## config.mk

```make
export PLATFORM = sky130hd
export DESIGN_NAME = spmp_check_arbiter
export DESIGN_NICKNAME = d
export VERILOG_FILES = /design/src/rtl/spmp_check_arbiter_pkg.sv /design/src/rtl/spmp_check_arbiter_rr_arb2.sv /design/src/rtl/spmp_check_arbiter.sv
export SDC_FILE = /design/constraint.sdc
export NUM_CORES = 1
export LEC_CHECK = 0
export CORE_MARGIN = 10
export CORE_UTILIZATION = 35
export CTS_CLUSTER_SIZE = 16
export DETAILED_ROUTE_END_ITERATION = 8
export PLACE_DENSITY = 0.82
export REMOVE_ABC_BUFFERS = 1
export SYNTH_ARGS = -nofsm -noshare
export SYNTH_HDL_FRONTEND = slang
export SYNTH_HIERARCHICAL = 1
export SYNTH_SLANG_ARGS = --single-unit
```

## constraint.sdc

```tcl
create_clock -name clk_i -period 2.25 [get_ports clk_i]
set_clock_uncertainty 0.2 [all_clocks]
set_input_delay 0.3375 -clock clk_i [delete_from_list [all_inputs] [get_ports clk_i]]
set_output_delay 0.3375 -clock clk_i [all_outputs]
set_load 0.03 [all_outputs]
```

## src/rtl/spmp_check_arbiter_pkg.sv

```systemverilog
// -----------------------------------------------------------------------------
// spmp_check_arbiter_pkg
//
// Shared types for the SPMP check arbiter:
//   - cva6_cfg_t / cva6_cfg_empty : minimal core configuration (physical
//                                   address width PLEN)
//   - priv_lvl_t                  : RISC-V privilege level encoding
//   - pmp_access_t                : one-hot access type presented to the checker
//   - spmp_arb_state_e            : arbiter FSM states
//   - OWNER_IF / OWNER_LSU        : encoding of the owner and priority bits
// -----------------------------------------------------------------------------
package spmp_check_arbiter_pkg;

    typedef struct packed {
        int unsigned PLEN;
    } cva6_cfg_t;

    localparam cva6_cfg_t cva6_cfg_empty = '{PLEN: 34};

    typedef enum logic [1:0] {
        PRIV_LVL_U = 2'b00,
        PRIV_LVL_S = 2'b01,
        PRIV_LVL_M = 2'b11
    } priv_lvl_t;

    typedef enum logic [2:0] {
        ACCESS_NONE  = 3'b000,
        ACCESS_READ  = 3'b001,
        ACCESS_WRITE = 3'b010,
        ACCESS_EXEC  = 3'b100
    } pmp_access_t;

    typedef enum logic [1:0] {
        IDLE  = 2'd0,
        CHECK = 2'd1,
        RESP  = 2'd2
    } spmp_arb_state_e;

    // Owner / priority encoding shared by the arbiter and its grant logic.
    localparam logic OWNER_IF  = 1'b0;
    localparam logic OWNER_LSU = 1'b1;

endpackage : spmp_check_arbiter_pkg

```

## src/rtl/spmp_check_arbiter_rr_arb2.sv

```systemverilog
// -----------------------------------------------------------------------------
// spmp_rr_arb2
//
// Two-way round-robin grant between the fetch and LSU requesters.
// Grants are purely combinational from the request lines and the priority
// flop; the priority flop only moves when the parent reports an accepted
// request, and then points at the requester that was not granted.
//
// Ports:
//   clk_i, rst_ni   clock, asynchronous active-low reset
//   req_if_i        fetch request valid
//   req_lsu_i       LSU request valid
//   accept_i        a grant was consumed this cycle (update priority)
//   grant_if_o      fetch wins the arbitration this cycle
//   grant_lsu_o     LSU wins the arbitration this cycle
// -----------------------------------------------------------------------------
module spmp_rr_arb2
    import spmp_check_arbiter_pkg::*;
(
    input  logic clk_i,
    input  logic rst_ni,
    input  logic req_if_i,
    input  logic req_lsu_i,
    input  logic accept_i,
    output logic grant_if_o,
    output logic grant_lsu_o
);

    logic prio_q;
    logic prio_d;

    always_comb begin
        // A lone request always wins; on a tie the priority bit decides.
        grant_if_o  = req_if_i  && (!req_lsu_i || (prio_q == OWNER_IF));
        grant_lsu_o = req_lsu_i && (!req_if_i  || (prio_q == OWNER_LSU));

        prio_d = prio_q;
        if (accept_i) begin
            prio_d = grant_lsu_o ? OWNER_IF : OWNER_LSU;
        end
    end

    // LSU wins the first tie after reset.
    always_ff @(posedge clk_i or negedge rst_ni) begin
        if (!rst_ni) begin
            prio_q <= OWNER_LSU;
        end else begin
            prio_q <= prio_d;
        end
    end

endmodule : spmp_rr_arb2

```

## src/rtl/spmp_check_arbiter.sv

```systemverilog
// -----------------------------------------------------------------------------
// spmp_check_arbiter
//
// Shares one SPMP permission checker between instruction fetch and the LSU.
// One request is accepted at a time (round-robin on ties), its operands are
// registered and presented to the external checker, the checker's allow is
// sampled and returned to the originating requester on a valid/ready
// response channel. An SPMP CSR write while a request is in flight forces
// the check to be re-run so the answer always reflects current CSR state.
//
// Ports:
//   clk_i, rst_ni                        clock, asynchronous active-low reset
//   if_req_valid_i / if_req_ready_o      fetch request handshake
//   if_addr_i, if_priv_lvl_i             fetch operands (access is EXEC, no HLVX)
//   lsu_req_valid_i / lsu_req_ready_o    LSU request handshake
//   lsu_addr_i, lsu_access_type_i,
//   lsu_priv_lvl_i, lsu_is_hlvx_i        LSU operands
//   if_rsp_valid_o / if_rsp_ready_i,
//   if_rsp_allow_o                       fetch response
//   lsu_rsp_valid_o / lsu_rsp_ready_i,
//   lsu_rsp_allow_o                      LSU response
//   chk_addr_o, chk_access_type_o,
//   chk_priv_lvl_o, chk_is_hlvx_o        registered operands to the checker
//   chk_allow_i                          combinational allow from the checker
//   spmp_update_i                        SPMP CSR write pulse
//   flush_i                              kill any in-flight request
// -----------------------------------------------------------------------------
module spmp_check_arbiter
    import spmp_check_arbiter_pkg::*;
#(
    parameter cva6_cfg_t CVA6Cfg = cva6_cfg_empty
) (
    input  logic                      clk_i,
    input  logic                      rst_ni,

    input  logic                      if_req_valid_i,
    output logic                      if_req_ready_o,
    input  logic [CVA6Cfg.PLEN-1:0]   if_addr_i,
    input  priv_lvl_t                 if_priv_lvl_i,

    input  logic                      lsu_req_valid_i,
    output logic                      lsu_req_ready_o,
    input  logic [CVA6Cfg.PLEN-1:0]   lsu_addr_i,
    input  pmp_access_t               lsu_access_type_i,
    input  priv_lvl_t                 lsu_priv_lvl_i,
    input  logic                      lsu_is_hlvx_i,

    output logic                      if_rsp_valid_o,
    input  logic                      if_rsp_ready_i,
    output logic                      if_rsp_allow_o,

    output logic                      lsu_rsp_valid_o,
    input  logic                      lsu_rsp_ready_i,
    output logic                      lsu_rsp_allow_o,

    output logic [CVA6Cfg.PLEN-1:0]   chk_addr_o,
    output pmp_access_t               chk_access_type_o,
    output priv_lvl_t                 chk_priv_lvl_o,
    output logic                      chk_is_hlvx_o,
    input  logic                      chk_allow_i,

    input  logic                      spmp_update_i,
    input  logic                      flush_i
);

    localparam int unsigned PLEN = CVA6Cfg.PLEN;

    // -------------------------------------------------------------------------
    // State and operand registers
    // -------------------------------------------------------------------------
    spmp_arb_state_e   state_q, state_d;
    logic              owner_q, owner_d;
    logic [PLEN-1:0]   addr_q,  addr_d;
    pmp_access_t       acc_q,   acc_d;
    priv_lvl_t         priv_q,  priv_d;
    logic              hlvx_q,  hlvx_d;
    logic              allow_q, allow_d;

    logic grant_if;
    logic grant_lsu;
    logic accept;
    logic rsp_valid;
    logic owner_rsp_ready;

    // -------------------------------------------------------------------------
    // Arbitration
    // -------------------------------------------------------------------------
    // Accepting depends only on state, valids, prio and flush, so there is no
    // path from the response ready inputs to the request readies.
    assign accept = (state_q == IDLE) && !flush_i && (grant_if || grant_lsu);

    spmp_rr_arb2 u_rr_arb (
        .clk_i       (clk_i),
        .rst_ni      (rst_ni),
        .req_if_i    (if_req_valid_i),
        .req_lsu_i   (lsu_req_valid_i),
        .accept_i    (accept),
        .grant_if_o  (grant_if),
        .grant_lsu_o (grant_lsu)
    );

    assign if_req_ready_o  = (state_q == IDLE) && !flush_i && grant_if;
    assign lsu_req_ready_o = (state_q == IDLE) && !flush_i && grant_lsu;

    // -------------------------------------------------------------------------
    // Response channel
    // -------------------------------------------------------------------------
    // A flush in RESP withdraws the response in the same cycle so a requester
    // can never complete a handshake on a killed request.
    assign rsp_valid       = (state_q == RESP) && !flush_i;
    assign if_rsp_valid_o  = rsp_valid && (owner_q == OWNER_IF);
    assign lsu_rsp_valid_o = rsp_valid && (owner_q == OWNER_LSU);
    assign if_rsp_allow_o  = if_rsp_valid_o  && allow_q;
    assign lsu_rsp_allow_o = lsu_rsp_valid_o && allow_q;

    assign owner_rsp_ready = (owner_q == OWNER_LSU) ? lsu_rsp_ready_i : if_rsp_ready_i;

    // Checker operands always come from the registers, never from the
    // requesters directly, so the checker sees stable inputs during CHECK.
    assign chk_addr_o        = addr_q;
    assign chk_access_type_o = acc_q;
    assign chk_priv_lvl_o    = priv_q;
    assign chk_is_hlvx_o     = hlvx_q;

    // -------------------------------------------------------------------------
    // Next-state logic
    // -------------------------------------------------------------------------
    always_comb begin
        state_d = state_q;
        owner_d = owner_q;
        addr_d  = addr_q;
        acc_d   = acc_q;
        priv_d  = priv_q;
        hlvx_d  = hlvx_q;
        allow_d = allow_q;

        if (flush_i) begin
            // Flush wins over everything, including a pending handshake.
            state_d = IDLE;
        end else begin
            unique case (state_q)
                IDLE: begin
                    if (accept) begin
                        state_d = CHECK;
                        if (grant_lsu) begin
                            owner_d = OWNER_LSU;
                            addr_d  = lsu_addr_i;
                            acc_d   = lsu_access_type_i;
                            priv_d  = lsu_priv_lvl_i;
                            hlvx_d  = lsu_is_hlvx_i;
                        end else begin
                            owner_d = OWNER_IF;
                            addr_d  = if_addr_i;
                            acc_d   = ACCESS_EXEC;
                            priv_d  = if_priv_lvl_i;
                            hlvx_d  = 1'b0;
                        end
                    end
                end

                CHECK: begin
                    // A CSR write in the sampling cycle may have changed the
                    // checker's answer mid-evaluation; sample again next cycle.
                    if (!spmp_update_i) begin
                        allow_d = chk_allow_i;
                        state_d = RESP;
                    end
                end

                RESP: begin
                    if (owner_rsp_ready) begin
                        // Handshake beats a coincident CSR update.
                        state_d = IDLE;
                    end else if (spmp_update_i) begin
                        state_d = CHECK;
                    end
                end

                default: begin
                    state_d = IDLE;
                end
            endcase
        end
    end

    // -------------------------------------------------------------------------
    // Registers
    // -------------------------------------------------------------------------
    always_ff @(posedge clk_i or negedge rst_ni) begin
        if (!rst_ni) begin
            state_q <= IDLE;
            owner_q <= OWNER_IF;
            addr_q  <= '0;
            acc_q   <= ACCESS_NONE;
            priv_q  <= PRIV_LVL_U;
            hlvx_q  <= 1'b0;
            allow_q <= 1'b0;
        end else begin
            state_q <= state_d;
            owner_q <= owner_d;
            addr_q  <= addr_d;
            acc_q   <= acc_d;
            priv_q  <= priv_d;
            hlvx_q  <= hlvx_d;
            allow_q <= allow_d;
        end
    end

endmodule : spmp_check_arbiter

```

==> results of run 1 <==
worst max path at each step:
stage,start,end,slack [ns],cells past startpoint
finish,if_req_valid_i,if_req_ready_o,0.07,6
global route,if_req_valid_i,if_req_ready_o,0.02,6
floorplan,u_rr_arb/prio_q,chk_addr_o[0],-0.42,5
detailed placement,if_req_valid_i,chk_addr_o[0],-0.02,6
global placement,lsu_req_valid_i,chk_addr_o[32],0.04,5
CTS,u_rr_arb/prio_q,lsu_req_ready_o,0.01,5
what timing repair did:
item | 4_1_cts | 5_1_grt
setup buffers | 0 | 2
setup endpoints to repair | 1 | 1
hold endpoints to repair | 20 | 0
gates resized for setup | 1 | 1
gates cloned | 0 | 1
hold buffers | 1 | 0
worst reg2reg max path: stages, from the launching register on:
cell and delay (ns):
dfstp_2 0.55, nand2b_1 0.14, and2_4 0.18, buf_4 0.13, buf_12 0.15, mux2_2 0.34
mux2_1 0.29
metal layers:
layer  up-vias  track usage (%)  share of wire, %
li1        850                -                 -
met1       867             15.0                40
met2        78             21.6                49
met3         5             6.06                10
met4         0             2.97              0.61
met5         -                0                 0
layout make-up:
class	count	area share, %
timing repair buffer	143	37.3
sequential	45	28.8
multi-input combinational	103	28.1
tap	77	2.46
clock buffer	7	2.21
clock inverter	1	0.767
inverter	3	0.288
kinds of logic after synthesis:
family / after synthesis / synth area share [%]
multiplexers: 74 / 39.0
flip-flops: 45 / 48.4
AND/OR/NAND/NOR: 19 / 4.89
buffers and inverters: 12 / 4.35
AO/OA/AOI/OAI: 10 / 3.39
stage by stage:
stage / setup TNS (ns) / cells
after global placement: 0 / 367
after floorplan: -14.44 / 151
after CTS: 0 / 376
after detailed placement: -0.0682 / 367
after global routing: 0 / 379
final: 0 / 379
registers in the layout, summed over array words and instances (netlist names):
register and flops:
chk_addr_o 34, chk_access_type_o 3, chk_priv_lvl_o 2, state_q 2, allow_q 1, chk_is_hlvx_o 1, owner_q 1, u_rr_arb/prio_q 1
power breakdown:
group	total, mW	internal [mW]	switching [mW]	leakage (nW)
Combinational	2.22	1.16	1.06	1.05
Sequential	1.34	1.14	0.198	0.530
Clock	0.630	0.362	0.268	0.0585
Yosys cell counts (all sizes together) (2+ instances only):
cell type and number:
a22o 3, a31oi 2, and2 3, buf 8
dfrtp 44, inv 3, mux2 73, nand2 2
nand2b 2, nand3b 2, nor2 4, nor3 2
cell usage in the layout, fill, tap and decap left out, types with 2 or more instances in the layout:
cell               n
buf_4             12
nand2_1            2
nand3b_1           2
mux2_2            48
clkbuf_8           6
inv_1              2
a22o_1             3
clkdlybuf4s50_1  123
dfrtp_1           44
a31oi_1            2
nor2_1             4
nand2b_1           2
buf_12             5
mux2_1             5
mux2_4            20
and2_1             2
==> results by group, run 1 <==
Place
  – Placed inst area: 0.00375 mm2
  – DP Wirelength: 5430 um
  – Number of port buffers: 130
  – Post-place setup slack: -0.0165 ns
  – Weighted congestion reported at the end of routability-driven placement: 0.733

Floorplanning
  – Core Rows: 29
  – Floorplan die height: 102 um
  – I/O pins: 131
  – Std-Cell Core Area: 0.00642 mm2
  – Die extent in x: 102 um
  – Die ar.: 0.0103 mm2
  – Initial core utilization: 36.3%

Yosys
  – Async SR Flop Fraction: 100%
  – Mean post-synth cell area: 14.6 um2
  – Dominant synthesized flop cell: dfrtp_1
  – Post-Synthesis Cell Area: 0.00233 mm2
  – Number of enable flip-flop cells after synthesis: 0
  – Register bit total from synthesis: 45
  – Largest cells by area after synthesis: dfrtp_1 (47%), mux2_2 (23%), mux2_4 (13%)
  – Netlist cell types: 34
  – Post-synthesis cell type with the largest combined area: dfrtp_1
  – Yosys synthesis warning count: 6
  – Post-Syn Instances: 160
  – Sequential fraction of the synthesis area: 48.4%
  – Fraction of synthesized cell area taken by the top area cell type: 47.3%

Clock tree
  – Clock-pin slew of the registers on the worst-case setup and hold paths: 0.08 ns
  – Clock tree sinks: 45
  – Deepest level of the CTS H-tree: 2
  – Clock Path Buffers: 2
  – Clk Latency, worst-skew pair: 0.29 ns
  – Buffer cell driving the clock tree root: clkbuf_8
  – TritonCTS buffer count: 5
  – CTS tree: built

Timing
  – Pins Over Slew Limit: 0
  – RSZ-0062 raised after global routing: no
  – Transition time of the tightest slew-check pin: 0.538 ns
  – Final setup violation count: 0
  – Worst-case headroom to the max-slew limit: 64.1%
  – Worst hold margin: 0.292 ns
  – Number of failing hold endpoints at the final stage: 0
  – Highest clock rate: 458 MHz
  – Time the worst path needs with I/O delays and setup: 2.18 ns
  – Final setup margin: 0.0671 ns
  – Period utilisation layout: 97.0%

Layout
  – Layout-stage area growth over the synthesis result: 68.1%
  – Count of nets after finishing: 386
  – Utilization after layout: 60.9%
  – Antenna diodes: 0
  – Total non-filler cell area in the finished layout: 0.00391 mm2
  – Storage cell area: 0.00113 mm2
  – Fill count: 509
  – Share of final-layout standard cells stronger than drive strength 1: 32.8%
  – Area of the multi-input gates: 0.00110 mm2

Hold path
  – Hold Path Sink: chk_addr_o[8]
  – Hold-critical path depth: 1
  – HP Class: register to register
  – Worst hold path startpoint: chk_addr_o[8]

Global routing
  – Number of antenna violations at the first check in global routing: 0
  – Wire length of the first global-routing pass: 10700 um
  – Largest net degree at the start of global routing: 25
  – Via count of the first global-routing pass: 2103
  – Total global routing track utilization: 13.0%
  – Sum of overflow across all layers after global routing: 0

Detailed routing
  – WL/cell: 18.1 um
  – Detailed-route wire length: 6880 um
  – Routed vias/inst: 4.75
  – Count of TritonRoute iterations in the first routing pass: 4
  – Post-DRT Antenna Nets: 0
  – Number of DRC violations after detailed routing: 0
  – Iteration-0 DRC count of the detailed router: 39
  – Routed vias: 1800

Critical path
  – Critical Path, Cell by Cell: clkdlybuf4s50_1 > a21boi_0 > buf_4 > nand2_1 > inv_1 > buf_4
  – Type of origin of the critical path: input port
  – Family of cells with the greatest summed delay on the critical path: buffers and inverters
  – Most numerous cell on the critical path: buf_4
  – Critical-path cell with the highest stage delay: clkdlybuf4s50_1
  – Largest stage delay on the critical path: 0.49 ns
  – RR Endpoint: chk_addr_o[9]
  – Register-to-Register Path Depth: 6
  – Endpoint required time on the critical path: 1.71 ns
  – Largest fanout on the critical path: 2
  – Startpoint of the worst register-to-register path: u_rr_arb/prio_q
  – Element type at the critical path end: output port
  – Setup CP Type: input port to output port
  – Crit path buffers/inverters: 4
  – Signal arrival time at the worst endpoint: 1.65 ns
  – Minimum setup slack among reg-to-reg paths: 0.16 ns

Power and ir drop
  – Static power due to leakage: 1.64 nW
  – Power consumption: 4.19 mW
  – Power per cell area: 1070 mW/mm2
  – Max IR drop VDD: 0.612 mV

Run
  – Maximum capacitance violations: 0

Run status
  – Status: completed
Power figures use the tool's default switching activity.
==> inputs of run 2 (changes only) <==
--- a/config.mk
+++ b/config.mk
@@ -5,6 +5,7 @@
 export SDC_FILE = /design/constraint.sdc
 export NUM_CORES = 1
 export LEC_CHECK = 0
+export CAP_MARGIN = 10
 export CORE_MARGIN = 10
 export CORE_UTILIZATION = 35
 export CTS_CLUSTER_SIZE = 16
==> results of run 2 <==
Same layout as run 1: the final DEF is identical, and so are final timing and power.
